[src/rtl/pipe_ctrl_pkg.sv]
// Shared types for the pipeline hazard sequencer.
// State encodings and control-vector field positions.
package pipe_ctrl_pkg;

  localparam int REG_W_DEF = 5;

  typedef enum logic [1:0] {
    ST_RUN      = 2'd0,
    ST_MEM_WAIT = 2'd1,
    ST_ERR      = 2'd2
  } state_e;

  localparam int CTL_W      = 5;
  localparam int CTL_PCW    = 4;
  localparam int CTL_IFW    = 3;
  localparam int CTL_FLUSH  = 2;
  localparam int CTL_BUBBLE = 1;
  localparam int CTL_HOLD   = 0;

  typedef logic [CTL_W-1:0] ctl_t;

  localparam ctl_t CTL_OFF    = 5'b00000;
  localparam ctl_t CTL_NORMAL = 5'b11000;
  localparam ctl_t CTL_FREEZE = 5'b00001;
  localparam ctl_t CTL_BRANCH = 5'b10110;
  localparam ctl_t CTL_LU     = 5'b00010;

endpackage

[src/rtl/pipe_hazard_ctrl_lu_detect.sv]
// Load-use compare between the load in EX and the
// instruction in ID; r0 never creates a dependency.
module lu_detect #(
  parameter int REG_W = 5
) (
  input  logic             memread,
  input  logic [REG_W-1:0] rd,
  input  logic [REG_W-1:0] rs,
  input  logic [REG_W-1:0] rt,
  input  logic             uses_rt,
  output logic             lu
);

  logic rd_nz;
  logic hit_rs;
  logic hit_rt;

  assign rd_nz  = (rd != '0);
  assign hit_rs = (rd == rs);
  assign hit_rt = uses_rt & (rd == rt);
  assign lu     = memread & rd_nz & (hit_rs | hit_rt);

endmodule

[src/rtl/pipe_hazard_ctrl.sv]
// Pipeline sequencer: load-use stalls, memory-wait
// freeze, branch squash, stall stats and watchdog.
module pipe_hazard_ctrl
  import pipe_ctrl_pkg::*;
#(
  parameter int REG_W    = REG_W_DEF,
  parameter int WDOG_MAX = 255,
  parameter int CNT_W    = 16
) (
  input  logic             clk_i,
  input  logic             rst_i,
  input  logic [REG_W-1:0] id_rs_i,
  input  logic [REG_W-1:0] id_rt_i,
  input  logic             id_uses_rt_i,
  input  logic             ex_memread_i,
  input  logic [REG_W-1:0] ex_rd_i,
  input  logic             branch_taken_i,
  input  logic             mem_req_i,
  input  logic             mem_ack_i,
  output logic             pcwrite_o,
  output logic             ifidwrite_o,
  output logic             ifid_flush_o,
  output logic             idex_bubble_o,
  output logic             exmem_hold_o,
  output logic [1:0]       state_o,
  output logic [CNT_W-1:0] stall_cnt_o,
  output logic             wdog_err_o
);

  localparam int WCNT_W = $clog2(WDOG_MAX + 1);
  localparam logic [WCNT_W-1:0] WCNT_MAX =
    WCNT_W'(WDOG_MAX);

  state_e            state_q;
  state_e            state_d;
  logic [WCNT_W-1:0] wcnt_q;
  logic [WCNT_W-1:0] wcnt_d;
  logic              wdog_q;
  logic              wdog_d;
  logic [CNT_W-1:0]  stall_q;

  logic mw;
  logic lu;
  ctl_t run_ctl;
  ctl_t ctl;
  ctl_t ctl_out;

  assign mw = mem_req_i & ~mem_ack_i;

  lu_detect #(
    .REG_W(REG_W)
  ) u_lu (
    .memread(ex_memread_i),
    .rd     (ex_rd_i),
    .rs     (id_rs_i),
    .rt     (id_rt_i),
    .uses_rt(id_uses_rt_i),
    .lu     (lu)
  );

  always_comb begin
    run_ctl = CTL_NORMAL;
    unique case (1'b1)
      mw:                         run_ctl = CTL_FREEZE;
      !mw && branch_taken_i:      run_ctl = CTL_BRANCH;
      !mw && !branch_taken_i && lu:
                                  run_ctl = CTL_LU;
      default:                    run_ctl = CTL_NORMAL;
    endcase
  end

  always_comb begin
    ctl     = CTL_FREEZE;
    state_d = state_q;
    wcnt_d  = wcnt_q;
    wdog_d  = wdog_q;
    unique case (state_q)
      ST_RUN: begin
        ctl = run_ctl;
        if (mw) begin
          state_d = ST_MEM_WAIT;
          wcnt_d  = WCNT_W'(1);
        end
      end
      ST_MEM_WAIT: begin
        ctl = run_ctl;
        // a dropped request ends the wait like an ack
        if (!mw) begin
          state_d = ST_RUN;
          wcnt_d  = '0;
        end else if (wcnt_q == WCNT_MAX) begin
          state_d = ST_ERR;
          wdog_d  = 1'b1;
        end else begin
          wcnt_d = wcnt_q + WCNT_W'(1);
        end
      end
      ST_ERR: begin
        ctl = CTL_FREEZE;
      end
      default: begin
        ctl     = CTL_FREEZE;
        state_d = ST_RUN;
      end
    endcase
  end

  assign ctl_out = rst_i ? ctl : CTL_OFF;

  always_ff @(posedge clk_i or negedge rst_i) begin
    if (!rst_i) begin
      state_q <= ST_RUN;
      wcnt_q  <= '0;
      wdog_q  <= 1'b0;
    end else begin
      state_q <= state_d;
      wcnt_q  <= wcnt_d;
      wdog_q  <= wdog_d;
    end
  end

  always_ff @(posedge clk_i or negedge rst_i) begin
    if (!rst_i) begin
      stall_q <= '0;
    end else if (!ctl_out[CTL_PCW] &&
                 (stall_q != '1)) begin
      stall_q <= stall_q + CNT_W'(1);
    end
  end

  assign pcwrite_o     = ctl_out[CTL_PCW];
  assign ifidwrite_o   = ctl_out[CTL_IFW];
  assign ifid_flush_o  = ctl_out[CTL_FLUSH];
  assign idex_bubble_o = ctl_out[CTL_BUBBLE];
  assign exmem_hold_o  = ctl_out[CTL_HOLD];
  assign state_o       = state_q;
  assign stall_cnt_o   = stall_q;
  assign wdog_err_o    = wdog_q;

endmodule
[config.mk]
export PLATFORM = sky130hd
export DESIGN_NAME = pipe_hazard_ctrl
export DESIGN_NICKNAME = d
export VERILOG_FILES = /design/src/rtl/pipe_ctrl_pkg.sv /design/src/rtl/pipe_hazard_ctrl_lu_detect.sv /design/src/rtl/pipe_hazard_ctrl.sv
export SDC_FILE = /design/constraint.sdc
export NUM_CORES = 1
export LEC_CHECK = 0
export BUFFER_PORTS_ARGS = -buffer_cell sky130_fd_sc_hd__buf_2
export CORE_ASPECT_RATIO = 0.75
export CORE_MARGIN = 8
export CORE_UTILIZATION = 54
export CTS_CLUSTER_SIZE = 25
export DETAILED_ROUTE_END_ITERATION = 10
export PLACE_DENSITY = 0.9
export SKIP_LAST_GASP = 1
export SLEW_MARGIN = 25
export SYNTH_ARGS = -nofsm -noshare
export SYNTH_HDL_FRONTEND = slang
export SYNTH_SLANG_ARGS = --single-unit
[constraint.sdc]
create_clock -name clk_i -period 5.7 [get_ports clk_i]
set_input_delay 0.285 -clock clk_i [delete_from_list [all_inputs] [get_ports clk_i]]
set_output_delay 0.285 -clock clk_i [all_outputs]
set_load 0.005 [all_outputs]
==> results of run 1 <==
-- state kept, by name (all words and copies together), names as in the netlist --
register	flops
wcnt_q	8
stall_cnt_o	16
state_o	2
wdog_err_o	1
-- layout by cell type (no fill, tap or decap), drive strengths merged --
master	netlist	routed
buf	1	45
dfrtp	27	27
xor2	19	19
nor2	14	14
nand2	13	13
xnor2	12	12
nand4	11	11
nand3	6	6
nor3	5	5
o21ai	5	5
and3	4	4
clkbuf	2	4
nor4	4	4
inv	3	3
nor2b	2	2
a32oi	2	2
nand2b	2	2
a21oi	2	2
mux2i	2	2
ha	2	2
or4	1	1
and2	1	1
o21a	1	1
o31a	1	1
a21o	1	1
a211oi	1	1
or3	1	1
o22a	1	1
o22ai	1	1
nor3b	1	1
o21bai	1	1
nor4b	1	1
-- synthesized netlist by cell type, drive strengths merged, types with 2 or more instances --
cell and instances:
clkbuf 2, nor2 14, nand2 13, nand2b 2, nor3 5, xnor2 12
nor2b 2, inv 3, o21ai 5, nand3 6, and3 4, ha 2
nand4 11, a21oi 2, xor2 19, mux2i 2, dfrtp 27, a32oi 2
nor4 4
-- metal layers --
| layer | global-route usage, % | share of wire (%) | routed length (um) |
|---|---|---|---|
| met5 | 0 | 0 | 0 |
| met4 | 6.81 | 2.3 | 82 |
| met3 | 5.10 | 6.4 | 231 |
| met2 | 28.6 | 52 | 1890 |
| met1 | 17.6 | 39 | 1430 |
-- power by group --
| part | total [W] | switching [W] | leakage (nW) | internal [W] |
|---|---|---|---|---|
| combinational | 0.000129 | 0.0000647 | 0.475 | 0.0000642 |
| sequential | 0.000269 | 0.0000463 | 0.343 | 0.000222 |
| clock | 0.000107 | 0.0000570 | 0.0228 | 0.0000500 |
| total | 0.000504 | 0.000168 | 0.840 | 0.000336 |
-- worst paths after layout --
| path | start | endpoint | depth (start not counted) |
|---|---|---|---|
| setup / recovery | stall_cnt_o[0]$_DFFE_PN0P_ | stall_cnt_o[9]$_DFFE_PN0P_ | 7 |
| hold / removal | rst_i | wcnt_q[0]$_DFFE_PN0P_ | 1 |
| setup reg to reg | stall_cnt_o[0]$_DFFE_PN0P_ | stall_cnt_o[9]$_DFFE_PN0P_ | 7 |
| hold reg to reg | wdog_err_o$_DFFE_PN0P_ | wdog_err_o$_DFFE_PN0P_ | 1 |
| max in group asynchronous | rst_i | wcnt_q[6]$_DFFE_PN0P_ | 1 |
| min in group clk_i | mem_ack_i | wdog_err_o$_DFFE_PN0P_ | 4 |
-- kinds of logic (layout without fill, tap and decap cells) --
kind of cell | count (synthesis) | in the layout | synth area share [%]
flip-flops | 27 | 27 | 45.0
multiplexers | 2 | 2 | 1.33
XOR/XNOR | 31 | 31 | 18.1
AND/OR/NAND/NOR | 66 | 66 | 24.7
adder cells (fa/ha/maj) | 2 | 2 | 1.67
AO/OA/AOI/OAI | 16 | 16 | 7.17
buffers and inverters | 6 | 52 | 2.00
-- cell type report --
class / count / area (um2)
Clock buffer: 4 / 45.0
Fill cell: 216 / 826
Inverter: 3 / 11.3
Multi-Input combinational cell: 117 / 795
Sequential cell: 27 / 676
Tap cell: 36 / 45.0
Timing Repair Buffer: 45 / 225
-- metrics by stage --
stage | hold WS, ns | area [um2] | util (%) | total power (W) | worst slack [ns]
after floorplan | -0.0106 | 1500 | - | 0.000331 | 3.77
after global placement | 0.322 | 1750 | 66.8 | 0.000389 | 3.65
after detailed placement | 0.339 | 1750 | 66.8 | 0.000401 | 3.48
after CTS | 0.0379 | 1800 | 68.5 | 0.000508 | 3.46
after global routing | 0.0747 | 1800 | 68.5 | 0.000532 | 3.27
final | 0.0207 | 1800 | 68.5 | 0.000504 | 3.46
-- worst max-delay path: cells and delay by family (launching register included) --
family	cells	cell delay, ns
adder cells (fa/ha/maj)	1	0.29
XOR/XNOR	1	0.17
AO/OA/AOI/OAI	1	0.50
flip-flops	1	0.43
AND/OR/NAND/NOR	4	0.74
==> Implementation_results.wiki, run 1 <==
{| class="wikitable"
! Metric !! Value
|-
| Shortest clock period the worst path allows after layout || 2.24 ns
|-
| Die Outline Area || 4740 um2
|-
| Worst Max-Slew Pin Slew || 0.618 ns
|-
| Number of global-route vias before repair || 1364
|-
| Number of distinct library cell variants in the gate-level netlist after synthesis || 35
|-
| Share of post-route cells with drive strength above 1 || 27.0%
|-
| CTS resizes || 0
|-
| Layout net count || 221
|-
| Number of standard cells after synthesis || 150
|-
| Final-report setup violation count || 0
|-
| Cell occurring most often along the worst timing path || nand4_1
|-
| Global-route wire length before repair || 6.11 mm
|-
| CTS H-tree lvls || 1
|-
| Maximum clock frequency || 446 MHz
|-
| Quantity of hold-fixing buffers added after cts || 0
|-
| Class of the tightest hold or removal check || in2async
|-
| Biggest area contributors in the synthesized netlist || dfrtp_1 45%, xor2_1 11%, xnor2_1 7.0%
|-
| Half-perimeter wire length of the detailed placement result || 2.84 mm
|-
| Synth-to-layout area growth || 19.8%
|-
| TritonCTS clock tree || built
|-
| Worst Skew || 0.00295 ns
|-
| Initial drt markers || 92
|-
| RSZ-0062 raised after global routing || false
|-
| Number of buffers inserted by post-CTS setup repair || 0
|-
| Critical path class || reg2reg
|-
| Data arrival time of the critical path || 2.40 ns
|-
| Latest clock arrival within the worst-skew pair || 0.27 ns
|-
| Part of the Yosys area used for sequential elements || 45.0%
|-
| Final TNS setup || 0 ns
|-
| Overall track demand over capacity in global routing || 16.0%
|-
| Dpl cells || 228
|-
| Synthesized area per cell || 10.0 um2
|-
| Period Utilization, post-route || 39.3%
|-
| Maximum number of pins on one net before global-route repair || 30
|-
| Number of synthesized flops with an enable pin || 0
|-
| Cell chain of the critical path || ha_1 -> nand4_1 -> nor4_2 -> or3_1 -> o22ai_1 -> nand4_1 -> xnor2_1
|-
| Finished Layout Cells || 232
|-
| Highest cell delay on the worst timing path || 0.50 ns
|-
| Initial core utilization || 57.2%
|-
| Crit start category || register
|-
| Core area || 2620 um2
|-
| Main flop type after synthesis || dfrtp_1
|-
| Io pins || 46
|-
| Netlist Area Pre-Place || 1500 um2
|-
| Total congestion overflow after global routing || 0
|-
| Proportion of register bits with asynchronous set or reset after synthesis || 100%
|-
| Leak || 0.840 nW
|-
| Mapped Nets || 174
|-
| CTS Root Cell || clkbuf_8
|-
| Synthesis warning total || 0
|-
| Total CTS buffers || 3
|-
| Antenna Violating Nets Remaining || 0
|-
| Number of antenna violations at the first check in global routing || 0
|-
| I/O Buffers || 45
|-
| Relative slew margins || 58.8%
|-
| Post-Route WL || 3.64 mm
|-
| Number of flip-flops and latches in the synthesized netlist || 27
|-
| Final hold violations || 0
|-
| Number of remaining DRC errors || 0
|-
| Die width || 76.9 um
|-
| Vias per std cell || 5.56
|-
| Synth top area share || 45.0%
|-
| Outcome || finished, final reports clean
|-
| Maximum number of buffers from clock root to sink || 2
|-
| Routability cong. || 0.840
|-
| Largest area contributor in the synthesized netlist || dfrtp_1
|-
| Peak VDD IR || 0.239 mV
|-
| Clock slew at the register clock pins of the worst setup and hold paths || 0.09 ns
|-
| Req. time, crit path || 5.86 ns
|-
| Total number of vias || 1291
|-
| Floorplan die height || 61.6 um
|-
| Number of max-slew violations in the final report || 0
|-
| Std-Cell Rows || 16
|-
| Num Clock Sinks || 27
|-
| Number of maximum-capacitance constraint violations || 0
|-
| Critical Path Fanout Max || 8
|-
| Antenna cells || 0
|-
| Crit-path slowest cell || o22ai_1
|-
| Avg WL per Cell || 15.7 um
|-
| Register-to-Register Setup Slack || 3.46 ns
|-
| Nature of the critical path endpoint || register
|-
| Pwr dens || 281 nW/um2
|-
| Drt pass-1 iters || 4
|}
Power figures use the tool's default switching activity.
==> inputs of run 2 (changes only) <==
--- a/config.mk
+++ b/config.mk
@@ -8,10 +8,10 @@
 export BUFFER_PORTS_ARGS = -buffer_cell sky130_fd_sc_hd__buf_2
 export CORE_ASPECT_RATIO = 0.75
 export CORE_MARGIN = 8
-export CORE_UTILIZATION = 54
+export CORE_UTILIZATION = 46
 export CTS_CLUSTER_SIZE = 25
 export DETAILED_ROUTE_END_ITERATION = 10
-export PLACE_DENSITY = 0.9
+export PLACE_DENSITY = 0.83
 export SKIP_LAST_GASP = 1
 export SLEW_MARGIN = 25
 export SYNTH_ARGS = -nofsm -noshare
==> constraint.sdc (replaced) <==
create_clock -name clk_i -period 1.9 [get_ports clk_i]
set_input_delay 0.095 -clock clk_i [delete_from_list [all_inputs] [get_ports clk_i]]
set_output_delay 0.095 -clock clk_i [all_outputs]
set_load 0.005 [all_outputs]
==> Implementation_results.wiki, run 2 (same netlist as run 1, synthesis figures left out) <==
{| class="wikitable"
! Metric !! Value
|-
| Total number of vias || 1347
|-
| Post-Route WL || 3.75 mm
|-
| Outcome || finished, final reports clean
|-
| Total congestion overflow after global routing || 0
|-
| Period Utilization, post-route || 97.0%
|-
| TritonCTS clock tree || built
|-
| End point of the worst hold path || state_o[0]$_DFFE_PN0P_
|-
| Relative slew margins || 66.9%
|-
| Clock slew at the register clock pins of the worst setup and hold paths || 0.10 ns
|-
| Final Total Pwr || 0.00165 W
|-
| Latest clock arrival within the worst-skew pair || 0.27 ns
|-
| Initial drt markers || 88
|-
| Initial core utilization || 46.9%
|-
| Total CTS buffers || 3
|-
| Overall track demand over capacity in global routing || 14.7%
|-
| Synth-to-layout area growth || 31.8%
|-
| Io pins || 46
|-
| Nature of the critical path endpoint || register
|-
| Floorplan die height || 65.5 um
|-
| Crit start category || register
|-
| Die width || 81.9 um
|-
| Avg WL per Cell || 14.6 um
|-
| Routability cong. || 0.805
|-
| Half-perimeter wire length of the detailed placement result || 2.87 mm
|-
| Utilization after layout || 61.8%
|-
| Count of fill cells added during filler insertion || 271
|-
| Final TNS setup || 0 ns
|-
| Drt pass-1 iters || 4
|-
| Register-to-Register Setup Slack || 0.06 ns
|-
| Number of maximum-capacitance constraint violations || 0
|-
| Number of remaining DRC errors || 0
|-
| Share of post-route cells with drive strength above 1 || 35.2%
|-
| Req. time, crit path || 2.10 ns
|-
| Pwr dens || 836 nW/um2
|-
| Number of cells on the worst hold path || 3
|-
| Data arrival time of the critical path || 2.04 ns
|-
| Cell chain of the critical path || ha_2 -> nand4_1 -> nor4_2 -> or3_4 -> o22a_4 -> nor4b_4 -> xor2_1
|-
| Peak VDD IR || 0.521 mV
|-
| Core area || 3200 um2
|-
| Crit-path slowest cell || dfrtp_1
|-
| Critical R2R Capture || stall_cnt_o[15]$_DFFE_PN0P_
|-
| CTS Root Cell || clkbuf_8
|-
| Std-Cell Rows || 18
|-
| RSZ-0062 raised after global routing || true
|-
| Max reg flops || 16
|-
| Number of global-route vias before repair || 1417
|-
| Number of max-slew violations in the final report || 0
|-
| Reg-to-reg critical path startpoint || stall_cnt_o[0]$_DFFE_PN0P_
|-
| Antenna Violating Nets Remaining || 0
|-
| Shortest clock period the worst path allows after layout || 1.84 ns
|-
| Number of antenna violations at the first check in global routing || 0
|-
| Maximum number of pins on one net before global-route repair || 29
|-
| Antenna cells || 0
|-
| Final hold violations || 0
|-
| Critical Path Fanout Max || 8
|-
| Leak || 0.942 nW
|-
| Most frequent cells in the layout || 45 x buf_2, 27 x dfrtp_1, 19 x xor2_1, 19 x buf_4, 14 x nor2_1
|-
| Highest cell delay on the worst timing path || 0.40 ns
|-
| Num Clock Sinks || 27
|-
| Vias per std cell || 5.26
|-
| Die Outline Area || 5360 um2
|-
| CTS H-tree lvls || 1
|-
| Most common cell after layout, fill and taps aside || buf_2
|-
| Worst Skew || 0.00708 ns
|-
| Source of the worst hold timing path || mem_req_i
|-
| Worst Max-Slew Pin Slew || 0.496 ns
|-
| Maximum number of buffers from clock root to sink || 2
|-
| I/O Buffers || 45
|-
| Worst Reg-to-Reg Cells || 7
|-
| Layout net count || 241
|-
| Final-report setup violation count || 0
|-
| Global-route wire length before repair || 6.35 mm
|-
| Class of the tightest hold or removal check || in2reg
|-
| Critical path class || reg2reg
|-
| Maximum clock frequency || 542 MHz
|}
[run 2: timing repair]
item / 4_1_cts / 5_1_grt
endpoints found under the setup margin: 1 / 7
gates resized for setup: 1 / 1
pin swaps: 0 / 1
buffers inserted: 0 / 1
hold buffers: 1 / 0
hold endpoints to repair: 27 / 0
[run 2: worst max-delay path: cells and delay by family, from the launching register on]
family                     cells  cell delay, ns
xor gates and xnor gates       1            0.18
adders and majority gates      1            0.19
AOI/OAI and AO/OA              1            0.27
and+or+nand+nor                4            0.73
DFF                            1            0.40
[run 2: layer usage]
layer / part of all wire, % / GRT usage, % / vias up
met1: 43 / 17.8 / 644
met3: 5.4 / 2.72 / 6
met5: 0 / 0 / -
met4: 2.0 / 6.77 / 0
met2: 49 / 24.6 / 38
li1: - / - / 659
[run 2: worst max-delay path by stage]
stage / startpoint / endpoint / slack [ns] / cells past startpoint
after floorplan: stall_cnt_o[0]$_DFFE_PN0P_ / stall_cnt_o[15]$_DFFE_PN0P_ / 0.01 / 8
after global placement: stall_cnt_o[0]$_DFFE_PN0P_ / stall_cnt_o[15]$_DFFE_PN0P_ / 0.10 / 7
after detailed placement: stall_cnt_o[0]$_DFFE_PN0P_ / stall_cnt_o[15]$_DFFE_PN0P_ / 0.01 / 7
after CTS: stall_cnt_o[0]$_DFFE_PN0P_ / stall_cnt_o[15]$_DFFE_PN0P_ / 0.02 / 7
after global routing: stall_cnt_o[0]$_DFFE_PN0P_ / stall_cnt_o[15]$_DFFE_PN0P_ / -0.04 / 7
final: stall_cnt_o[0]$_DFFE_PN0P_ / stall_cnt_o[15]$_DFFE_PN0P_ / 0.06 / 7
[run 2: power by group]
| group | internal, W | total (W) | switching [W] |
|---|---|---|---|
| clock | 0.000147 | 0.000326 | 0.000179 |
| combinational | 0.000301 | 0.000593 | 0.000292 |
| sequential | 0.000667 | 0.000734 | 0.0000675 |
[run 2: cell type report]
| cell class | count | area (um2) | share of cell area [%] |
|---|---|---|---|
| multi-input cells | 117 | 816 | 41.3 |
| flip-flops and latches | 27 | 676 | 34.2 |
| repair buffers | 65 | 378 | 19.1 |
| well taps | 40 | 50.0 | 2.53 |
| clock buffers | 3 | 41.3 | 2.09 |
| inverters | 3 | 11.3 | 0.570 |
| clock inverters | 1 | 5.00 | 0.253 |
[run 2: per-stage QoR]
stage | hold WS (ns) | std cells | setup slack (ns) | area [um2]
finish | 0.177 | 256 | 0.0561 | 1980
global placement | 0.159 | 250 | 0.104 | 1900
CTS | 0.174 | 255 | 0.0225 | 1960
floorplan | -0.201 | 150 | 0.0145 | 1510
global route | 0.223 | 256 | -0.0415 | 1980
detailed placement | 0.162 | 250 | 0.0109 | 1900
==> inputs of run 3 (changes only) <==
--- a/config.mk
+++ b/config.mk
@@ -5,15 +5,18 @@
 export SDC_FILE = /design/constraint.sdc
 export NUM_CORES = 1
 export LEC_CHECK = 0
+export ABC_AREA = 1
 export BUFFER_PORTS_ARGS = -buffer_cell sky130_fd_sc_hd__buf_2
 export CORE_ASPECT_RATIO = 0.75
 export CORE_MARGIN = 8
-export CORE_UTILIZATION = 46
+export CORE_UTILIZATION = 48
 export CTS_CLUSTER_SIZE = 25
 export DETAILED_ROUTE_END_ITERATION = 10
+export GPL_TIMING_DRIVEN = 1
 export PLACE_DENSITY = 0.83
 export SKIP_LAST_GASP = 1
 export SLEW_MARGIN = 25
 export SYNTH_ARGS = -nofsm -noshare
 export SYNTH_HDL_FRONTEND = slang
+export SYNTH_HIERARCHICAL = 1
 export SYNTH_SLANG_ARGS = --single-unit
==> Implementation_results.wiki, run 3 <==
{| class="wikitable"
! Metric !! Value
|-
| Std-Cell Rows || 19
|-
| Worst Max-Slew Pin Slew || 0.374 ns
|-
| Crit start category || register
|-
| Avg WL per Cell || 11.5 um
|-
| CTS Root Cell || clkbuf_8
|-
| TritonCTS clock tree || built
|-
| Die width || 88.2 um
|-
| Final hold violations || 0
|-
| Final TNS setup || 0 ns
|-
| Most frequent cells after synthesis || 135 x nand2_1, 35 x inv_1, 30 x nor2_1
|-
| Overall track demand over capacity in global routing || 15.3%
|-
| Io pins || 46
|-
| Latest clock arrival within the worst-skew pair || 0.28 ns
|-
| Antenna cells || 0
|-
| Routability cong. || 0.886
|-
| Number of flip-flops and latches in the synthesized netlist || 27
|-
| Num Clock Sinks || 27
|-
| Initial core utilization || 50.5%
|-
| Proportion of register bits with asynchronous set or reset after synthesis || 100%
|-
| Biggest area contributors in the synthesized netlist || dfrtp_1 36%, nand2_1 27%, inv_1 7.0%
|-
| Largest area contributor in the synthesized netlist || dfrtp_1
|-
| Number of max-slew violations in the final report || 0
|-
| Shortest clock period the worst path allows after layout || 1.70 ns
|-
| Netlist Area Pre-Place || 1870 um2
|-
| Relative slew margins || 75.0%
|-
| Nature of the critical path endpoint || register
|-
| CTS H-tree lvls || 1
|-
| Total congestion overflow after global routing || 0
|-
| Die Outline Area || 6180 um2
|-
| Area of placed instances || 2170 um2
|-
| Outcome || finished, final reports clean
|-
| Initial drt markers || 103
|-
| Maximum clock frequency || 588 MHz
|-
| Number of global-route vias before repair || 1823
|-
| Peak VDD IR || 0.459 mV
|-
| Cell chain of the critical path || ha_1 -> nand3_1 -> inv_1 -> nand3_1 -> nand2_1 -> inv_1 -> nand2_1 -> nand2_1 -> inv_1
|-
| Synthesis warning total || 6
|-
| Leak || 1.21 nW
|-
| Max reg flops || 16
|-
| Post-Route WL || 4.61 mm
|-
| Data arrival time of the critical path || 1.88 ns
|-
| I/O Buffers || 45
|-
| Pwr dens || 443 nW/um2
|-
| Number of maximum-capacitance constraint violations || 0
|-
| Number of distinct library cell variants in the gate-level netlist after synthesis || 24
|-
| Count leader, synth || nand2_1
|-
| Number of remaining DRC errors || 0
|-
| Critical path class || reg2reg
|-
| Total number of vias || 1964
|-
| Total CTS buffers || 3
|-
| Half-perimeter wire length of the detailed placement result || 3.61 mm
|-
| Most frequent cells in the layout || 135 x nand2_1, 45 x buf_2, 35 x inv_1
|-
| Vias per std cell || 4.90
|-
| Final cell area excluding filler cells || 2230 um2
|-
| RSZ-0062 raised after global routing || false
|-
| Crit-path slowest cell || dfrtp_1
|-
| Crit path buffers/inverters || 3
|-
| Antenna Violating Nets Remaining || 0
|-
| Highest cell delay on the worst timing path || 0.43 ns
|-
| Final-report setup violation count || 0
|-
| Synthesized area per cell || 6.29 um2
|-
| Layout net count || 374
|-
| Number of standard cells after synthesis || 298
|-
| Floorplan die height || 70.1 um
|-
| Share of post-route cells with drive strength above 1 || 18.9%
|-
| Worst Skew || 0.00924 ns
|-
| CP delay by family, top || simple AND/OR/NAND/NOR gates
|-
| Synth-to-layout area growth || 19.1%
|-
| Most common cell after layout, fill and taps aside || nand2_1
|-
| Part of the Yosys area used for sequential elements || 36.0%
|-
| Critical Path Fanout Max || 8
|-
| Synth top area share || 36.0%
|-
| Global-route wire length before repair || 7.91 mm
|-
| Number of synthesized flops with an enable pin || 0
|-
| Main flop type after synthesis || dfrtp_1
|-
| Core area || 3710 um2
|-
| Maximum number of buffers from clock root to sink || 2
|-
| Drt pass-1 iters || 4
|-
| Period Utilization, post-route || 89.5%
|-
| Maximum number of pins on one net before global-route repair || 29
|-
| Class of the tightest hold or removal check || in2reg
|-
| Mapped Nets || 322
|-
| Number of buffers inserted by post-CTS setup repair || 0
|-
| Req. time, crit path || 2.08 ns
|-
| Clock slew at the register clock pins of the worst setup and hold paths || 0.10 ns
|-
| Number of antenna violations at the first check in global routing || 0
|}
## run 3: kinds of logic (layout without fill, tap and decap cells)
logic type	count (synthesis)	in the layout	share of synthesized area, %
DFF	27	27	36.0
and+or+nand+nor	203	203	45.2
adders and majority gates	2	2	1.33
buffers and inverters	42	93	8.88
AOI/OAI and AO/OA	16	16	4.81
xor gates and xnor gates	8	8	3.74
## run 3: path summary, 6_finish.rpt
| check | startpoint | to | slack (ns) | cells after the start |
|---|---|---|---|---|
| worst max-delay path | wcnt_q[0]$_DFFE_PN0P_ | wcnt_q[5]$_DFFE_PN0P_ | 0.20 | 9 |
| worst min-delay path | mem_ack_i | wcnt_q[0]$_DFFE_PN0P_ | 0.26 | 6 |
| worst min register to register | wdog_err_o$_DFFE_PN0P_ | wdog_err_o$_DFFE_PN0P_ | 0.49 | 2 |
| min in group asynchronous | rst_i | wcnt_q[4]$_DFFE_PN0P_ | 0.39 | 3 |
| max in group asynchronous | rst_i | stall_cnt_o[9]$_DFFE_PN0P_ | 1.23 | 3 |
| worst max register to register | wcnt_q[0]$_DFFE_PN0P_ | wcnt_q[5]$_DFFE_PN0P_ | 0.20 | 9 |
## run 3: routing by layer
layer	routed length, um	vias up	share of wire, %	track usage, %
li1	-	1020	-	-
met1	2220	876	48	19.6
met2	1950	64	42	25.5
met3	423	4	9.2	4.21
met4	21	0	0.46	1.87
met5	0	-	0	0
## run 3: worst min-delay path: cells and delay by family
kind | cells | cell delay [ns]
simple gates | 3 | 0.23
buf+inv | 2 | 0.10
compound gates | 1 | 0.09
## run 3: final cells by class
cell class | instances | area (um2)
clock buffers | 3 | 41.3
clock inverters | 1 | 5.00
fillers | 359 | 1480
inverters | 40 | 150
multi-input cells | 229 | 1040
flip-flops and latches | 27 | 676
well taps | 52 | 65.1
repair buffers | 49 | 258
## run 3: per-stage QoR
stage	utilization, %	hold WS (ns)	worst slack (ns)	cells	power (W)
after floorplan	-	-0.201	0.329	298	0.000618
after global placement	58.5	0.163	0.182	396	0.000664
after detailed placement	58.5	0.169	0.0635	396	0.000667
after CTS	60.1	0.257	0.00149	401	0.00100
after global routing	60.2	0.325	0.0999	401	0.00102
final	60.2	0.259	0.200	401	0.000989
## run 3: power by group
part,leakage (nW),switching (W),internal [W]
registers,0.347,0,0.000574
clock network,0.0255,0.000186,0.000147
logic,0.837,0.0000489,0.0000335
## run 3: repair_timing
| item | in CTS | in global routing |
|---|---|---|
| hold buffers | 1 | 0 |
| endpoints found under the setup margin | 0 | 16 |
| gates resized for setup | 0 | 1 |
| endpoints found under the hold margin | 27 | 0 |
